<file path="src/rtl/pll_lock_supervisor.sv">
// pll_lock_supervisor: PLL reset/power-down sequencer with LOCKED qualification,
// staggered per-domain reset release, lock-loss and lock-timeout retry.
// Ports: CLK/RST (async, active-high) reference clock and reset; ENABLE runs the PLL;
//   PLL_LOCKED async lock flag; PLL_RST/PLL_PWRDWN drive the PLL; OUT_RST[N_OUT]
//   per-domain resets; READY all released; TIMEOUT_ERR sticky; RETRY_CNT saturating.
// Option: define PLLSUP_LOSS_CNT_EN to add LOSS_CNT (RUN/RELEASE lock-loss count).
module pll_lock_supervisor #(
   parameter int N_OUT               = 3,
   parameter int SYNC_STAGES         = 2,
   parameter int RST_HOLD_CYCLES     = 16,
   parameter int LOCK_STABLE_CYCLES  = 1024,
   parameter int LOCK_TIMEOUT_CYCLES = 65536,
   parameter int STAGGER_CYCLES      = 8,
   parameter int CNT_W               = 8
) (
   input  logic             CLK,
   input  logic             RST,
   input  logic             ENABLE,
   input  logic             PLL_LOCKED,
   output logic             PLL_RST,
   output logic             PLL_PWRDWN,
   output logic [N_OUT-1:0] OUT_RST,
   output logic             READY,
   output logic             TIMEOUT_ERR,
`ifdef PLLSUP_LOSS_CNT_EN
   output logic [CNT_W-1:0] LOSS_CNT,
`endif
   output logic [CNT_W-1:0] RETRY_CNT
);

   localparam int REL_CYCLES = N_OUT * STAGGER_CYCLES;

   function automatic int max2(input int a, input int b);
      return (a > b) ? a : b;
   endfunction

   localparam int MAXC = max2(max2(RST_HOLD_CYCLES, LOCK_STABLE_CYCLES),
                              max2(LOCK_TIMEOUT_CYCLES, REL_CYCLES));
   localparam int TW = $clog2(MAXC + 1);

   typedef enum logic [2:0] {
      S_OFF,
      S_PLL_RESET,
      S_WAIT_LOCK,
      S_STABILIZE,
      S_RELEASE,
      S_RUN,
      S_LOST
   } state_t;

   state_t                 state;
   logic [TW-1:0]          timer;
   logic [TW-1:0]          t_next;
   logic [SYNC_STAGES-1:0] sync;
   logic                   lock_s;

   assign lock_s = sync[SYNC_STAGES-1];
   assign t_next = timer + 1'b1;

   function automatic logic [CNT_W-1:0] sat_inc(input logic [CNT_W-1:0] v);
      return (&v) ? v : v + 1'b1;
   endfunction

   always_ff @(posedge CLK or posedge RST) begin
      if (RST) begin
         state       <= S_OFF;
         timer       <= '0;
         sync        <= '0;
         PLL_RST     <= 1'b1;
         PLL_PWRDWN  <= 1'b1;
         OUT_RST     <= '1;
         READY       <= 1'b0;
         TIMEOUT_ERR <= 1'b0;
         RETRY_CNT   <= '0;
`ifdef PLLSUP_LOSS_CNT_EN
         LOSS_CNT    <= '0;
`endif
      end else begin
         sync <= {sync[SYNC_STAGES-2:0], PLL_LOCKED};
         if (state != S_OFF && !ENABLE) begin
            state      <= S_OFF;
            timer      <= '0;
            PLL_RST    <= 1'b1;
            PLL_PWRDWN <= 1'b1;
            OUT_RST    <= '1;
            READY      <= 1'b0;
         end else begin
            unique case (state)
               S_OFF: begin
                  if (ENABLE) begin
                     state      <= S_PLL_RESET;
                     timer      <= '0;
                     PLL_PWRDWN <= 1'b0;
                     PLL_RST    <= 1'b1;
                  end
               end
               S_PLL_RESET: begin
                  if (timer == TW'(RST_HOLD_CYCLES - 1)) begin
                     state   <= S_WAIT_LOCK;
                     timer   <= '0;
                     PLL_RST <= 1'b0;
                  end else begin
                     timer <= t_next;
                  end
               end
               S_WAIT_LOCK: begin
                  if (lock_s) begin
                     state <= S_STABILIZE;
                     timer <= '0;
                  end else if (timer == TW'(LOCK_TIMEOUT_CYCLES - 1)) begin
                     state       <= S_PLL_RESET;
                     timer       <= '0;
                     PLL_RST     <= 1'b1;
                     TIMEOUT_ERR <= 1'b1;
                     RETRY_CNT   <= sat_inc(RETRY_CNT);
                  end else begin
                     timer <= t_next;
                  end
               end
               S_STABILIZE: begin
                  if (!lock_s) begin
                     state <= S_WAIT_LOCK;
                     timer <= '0;
                  end else if (timer == TW'(LOCK_STABLE_CYCLES - 1)) begin
                     state <= S_RELEASE;
                     timer <= '0;
                  end else begin
                     timer <= t_next;
                  end
               end
               S_RELEASE, S_RUN: begin
                  if (!lock_s) begin
                     state     <= S_LOST;
                     timer     <= '0;
                     OUT_RST   <= '1;
                     READY     <= 1'b0;
                     RETRY_CNT <= sat_inc(RETRY_CNT);
`ifdef PLLSUP_LOSS_CNT_EN
                     LOSS_CNT  <= sat_inc(LOSS_CNT);
`endif
                  end else if (state == S_RELEASE) begin
                     // timer counts cycles since entry; bit k drops at (k+1)*STAGGER
                     timer <= t_next;
                     for (int k = 0; k < N_OUT; k++) begin
                        if (t_next == TW'((k + 1) * STAGGER_CYCLES))
                           OUT_RST[k] <= 1'b0;
                     end
                     if (t_next == TW'(REL_CYCLES)) begin
                        state <= S_RUN;
                        timer <= '0;
                        READY <= 1'b1;
                     end
                  end
               end
               S_LOST: begin
                  state   <= S_PLL_RESET;
                  timer   <= '0;
                  PLL_RST <= 1'b1;
               end
               default: begin
                  state <= S_OFF;
               end
            endcase
         end
      end
   end

endmodule

</file>
<file path="config.mk">
export PLATFORM = sky130hd
export DESIGN_NAME = pll_lock_supervisor
export DESIGN_NICKNAME = d
export VERILOG_FILES = /design/src/rtl/pll_lock_supervisor.sv
export SDC_FILE = /design/constraint.sdc
export NUM_CORES = 1
export LEC_CHECK = 0
export BUFFER_PORTS_ARGS = -buffer_cell sky130_fd_sc_hd__buf_2
export CAP_MARGIN = 5
export CORE_MARGIN = 2
export CORE_UTILIZATION = 55
export DETAILED_ROUTE_END_ITERATION = 6
export PLACE_DENSITY = 0.74
export SYNTH_ARGS = -nofsm -noshare
export SYNTH_HDL_FRONTEND = slang
export SYNTH_SLANG_ARGS = --single-unit
</file>
<file path="constraint.sdc">
create_clock -name CLK -period 3.6 [get_ports CLK]
set_input_delay 0.72 -clock CLK [delete_from_list [all_inputs] [get_ports CLK]]
set_output_delay 0.72 -clock CLK [all_outputs]
set_load 0.01 [all_outputs]
</file>
# Word level (Yosys, flattened, before mapping)
# Index checks and enable logic that the tools add are counted.
# totals
wordCells	111
regBits	37
# classes
bitwise_logic	2
muxes	48
eq_ne	27
add_sub_neg	2
reduce_logical	21
# ops
op	n
17-bit two-way mux	10
17-bit case mux with 6 select lines	1
3-bit two-way mux	14
17-bit by 4-bit == test with 1-bit output (second input constant)	2
17-bit by 5-bit == test with 1-bit output (second input constant)	2
8-bit two-way mux	4
3-bit case mux with 6 select lines	1
17-bit by 1-bit adder with 17-bit output (second input constant)	1
17-bit by 10-bit == test with 1-bit output (second input constant)	1
17-bit by 16-bit == test with 1-bit output (second input constant)	1
1-bit two-way mux	16
4-bit != test (second input constant)	4
8-bit case mux with 2 select lines	1
3-bit by 1-bit != test with 1-bit output (second input constant)	4
3-bit != test (second input constant)	4
3-bit AND reduction	4
5-bit AND reduction	2
3-bit == test (second input constant)	3
8-bit by 1-bit adder with 8-bit output (second input constant)	1
8-bit AND reduction	1
2-bit nonzero test	4
7-bit nonzero test	1
3-bit by 2-bit == test with 1-bit output (second input constant)	2
2-bit != test (second input constant)	3
12 further kinds	13

# Depth between registers and ports, before layout
# logic_depth
word_depth	7
ltp_mapped	14
ltp_nobuf	12

# Least setup slack after synthesis
# OpenSTA, ideal clock, no wires.
# synth_path
path_kind	register -> register
start	reg timer[0]
end	reg state[0]
arrival_ns	2.759
stages_incl_launch_ff	14
setup_ns	0.077
period_less_slack_ns	2.836
required_ns	3.523
path_buffers	1
slack_ns	0.764
path_cell_list	dfrtp_1 ha_1 buf_2 nand3_2 nor4_2 nand3_1 inv_1 ha_1 nand2_1 o21bai_1 nor4b_2 a21oi_2 or4_1 o21ai_1
# synth_between
elab_chain_cells	4
word_cells_on_any_way	10
cone_classes	1 x add/sub; 8 x eq/ne; 1 x reduce/logical
# synth_rtl
element	line_no	text
start, declared	52	logic [TW-1:0] timer;
start signal, assigned	103	timer <= t_next;
start signal, assigned	117	timer <= t_next;
start signal, assigned	128	timer <= t_next;
17-bit by 1-bit adder with 17-bit output	58	assign t_next = timer + 1'b1;
17-bit by 5-bit == test with 1-bit output	148	if (t_next == TW'(REL_CYCLES)) begin
4-bit != test (no line)	-	
6-bit AND reduction (no line) *	-	
end signal, assigned	66	state <= S_OFF;
end signal, assigned	149	state <= S_RUN;
end signal, assigned	156	state <= S_PLL_RESET;
end, declared	51	state_t state;
# Every way passes the cells marked *; elsewhere a longest branch is shown, timed or not.
# A chain may end at the register's enable or synchronous reset.

# Worst setup path after layout
# layout_path
start	reg timer[0]
end	reg timer[13]
# layout_between
elab_chain_cells	7
word_cells_on_any_way	15
cone_classes	1 x add/sub; 4 x eq/ne; 10 x mux
# layout_rtl
element	line_no	text
17-bit by 1-bit adder with 17-bit output	58	
17-bit by 5-bit == test with 1-bit output	148	
17-bit two-way mux	148	
17-bit two-way mux	141	end else if (state == S_RELEASE) begin
17-bit two-way mux	132	if (!lock_s) begin
17-bit case mux with 6 select lines *	88	unique case (state)
17-bit two-way mux *	80	if (state != S_OFF && !ENABLE) begin
# Every way passes the cells marked *; elsewhere a longest branch is shown, timed or not. The select of a mux whose other input is x is not followed.

==> reports/summary.txt <==
die footprint = 5050 sq um
synthesized area = 2470 sq um
Power Density = 485 nW/um^2
Overall Global Routing Usage = 0.227
CP max-delay cell = a21oi_2
DR vias = 2049
Crit. End Element = flop
CTS root buf = clkbuf_8
CTS tree = yes
VDD IR-drop max = 367 uV
metal3 WL = 328 um
#FFs+latches synth = 37
Net count, final = 300
largest net degree at the start of global routing = 20
Pre-antenna DRT Iters = 4
min Tclk post-route = 3.26 ns
cell breakdown of the critical path = ha_1 > nand3_2 > nor4_2 > nand3_1 > inv_1 > ha_1 > nand2_1 > o21bai_1 > nor4b_2 > a21oi_2 > o21ai_1 > o211ai_1
clock tree sinks = 37
CP Buf/Inv Count = 1
CP most frequent cell = ha_1
DRC = 0
worst-path fanout max = 13
post-synthesis cell type count = 59
measured slew at the worst slew-check pin = 0.988 ns
Hold Crit Class = reg2reg
most frequent cells in the layout = nand2_1, dfrtp_1, buf_2
Yosys top cell by area = dfrtp_1
final hold vios = 0
Slew headroom = 0.334
CTS clock-pin slew for the worst setup and hold paths = 0.07 ns
dpl ws = 0.379 ns
HPWL after DPL = 3750 um
vias in the first global route = 1822
Max Clk Rate = 307 MHz
post-synth net total = 292
I/O Buffers = 18
final setup vio count = 0
metal2 WL = 2280 um
DIE WIDTH = 71.1 um
unrepaired setup endpoints after global routing = false
Mapped Cells = 281
max_cap viols = 0
share of the synthesized area in the top cell type = 0.324
Routed WL = 5220 um
DR vias/cell = 5.99
Post-synth EDFFs = 0
CORE AREA = 4350 sq um
total CTS buffers = 5
final worst slack = 0.338 ns
Seq/Total Area, Yosys = 0.377
Largest stage delay, worst path = 0.57 ns
type of the worst setup path = reg2reg
Initial Utilization = 0.568
total gr overflow = 0
layout cells sized above 1 = 0.176
setup_tns = 0 ns
highest routed layer = met4
Worst Path Arrival = 3.47 ns
cts hold-fix bufs = 0
dominant synthesized flop cell = dfrtp_1
Synth area leaders = dfrtp_1, nand2_1, dfstp_2
Yosys warning count = 0
n_diodes = 0
IO Pins = 19
Slew Viols, Final = 0
number of H-tree levels = 2
initial antenna violation count = 0
Synth Area per Inst = 8.80 sq um
DRT antenna net count = 0
Top delay family on crit path = compound AO/OA/AOI/OAI gates
Crit path required time = 3.81 ns
first-pass GRT wire length = 9030 um
Area growth syn-to-layout = 6.83%
outcome = finished, final reports clean
routed len/inst = 15.3 um
met1 WL = 2540 um
commonest non-fill, non-tap cell in the layout = nand2_1
die height = 71.1 um
Lkg Pwr = 0.00117 uW
Rows = 24
Placer Congestion = 0.822
1st-iter DRT viols = 154
Async S/R FF share, synth = 1.00
post-cts sizing count = 0
Post-CTS Setup Inserts = 0
CP Launch Type = flop
buffer depth of the longest clock path = 2
Tcrit/Tclk final = 0.906
Worst Skew = 0.00481 ns
worst skew pair latency = 0.29 ns
[metrics by stage]
stage	util	cells	hold WS, ns	cell area (sq um)	total power [uW]
after global placement	0.588	334	0.340	2560	995
after CTS	0.607	342	0.361	2640	1290
after global routing	0.607	342	0.371	2640	1370
after detailed placement	0.588	334	0.344	2560	1010
final	0.607	342	0.358	2640	1280
after floorplan	-	281	0.331	2470	859
[final cells by class]
class                      instances  area (sq um)
clock buffer                       6          72.6
clock inverter                     2          10.0
fill                             382          1710
inverter                          10          37.5
multi-input combinational        212          1400
sequential                        37           932
tap                               52          65.1
timing repair buffer              23           128
[routing by layer]
layer,GRT usage,vias up
met5,0,-
met4,0.0881,0
met3,0.0399,6
met2,0.329,58
met1,0.339,963
li1,-,1022
[cell usage after synthesis, types with 5 or more instances]
library cell / number
ha_1: 7
nand4_1: 6
and3_1: 6
o21ai_1: 7
nand3_1: 11
inv_1: 10
a21oi_1: 9
o21ai_0: 5
nor2b_1: 7
clkbuf_1: 12
nand2_1: 40
nor2_1: 15
o221ai_1: 9
xnor2_1: 12
and2_1: 5
a21o_1: 5
buf_2: 7
nor3_1: 7
dfrtp_1: 32
dfstp_2: 5
[worst paths after layout]
path | cells past startpoint | to | slack, ns | from
max | 12 | timer[13] | 0.34 | timer[0]
min | 0 | sync[1] | 0.36 | sync[0]
max reg2reg | 12 | timer[13] | 0.34 | timer[0]
min reg2reg | 0 | sync[1] | 0.36 | sync[0]
max in group asynchronous | 3 | PLL_PWRDWN | 2.28 | RST
min in group asynchronous | 2 | timer[6] | 0.53 | RST
[kinds of logic after synthesis]
| logic type | count (synthesis) | synth area share |
|---|---|---|
| xor+xnor | 15 | 0.0531 |
| flops | 37 | 0.377 |
| fa+ha+maj | 7 | 0.0354 |
| buf+inv | 32 | 0.0582 |
| simple gates | 127 | 0.293 |
| mux | 3 | 0.0126 |
| compound gates | 60 | 0.171 |
[registers in the layout, indices dropped and copies added, names as in the netlist]
register	cells
timer	17
RETRY_CNT	8
OUT_RST	3
state	3
sync	2
PLL_PWRDWN	1
PLL_RST	1
READY	1
TIMEOUT_ERR	1
[where the power goes]
part | internal [uW] | total [uW] | switching [uW]
combinational | 173 | 472 | 299
clock | 134 | 284 | 150
sequential | 460 | 526 | 66.3
total | 767 | 1280 | 515
Power figures use the tool's default switching activity.
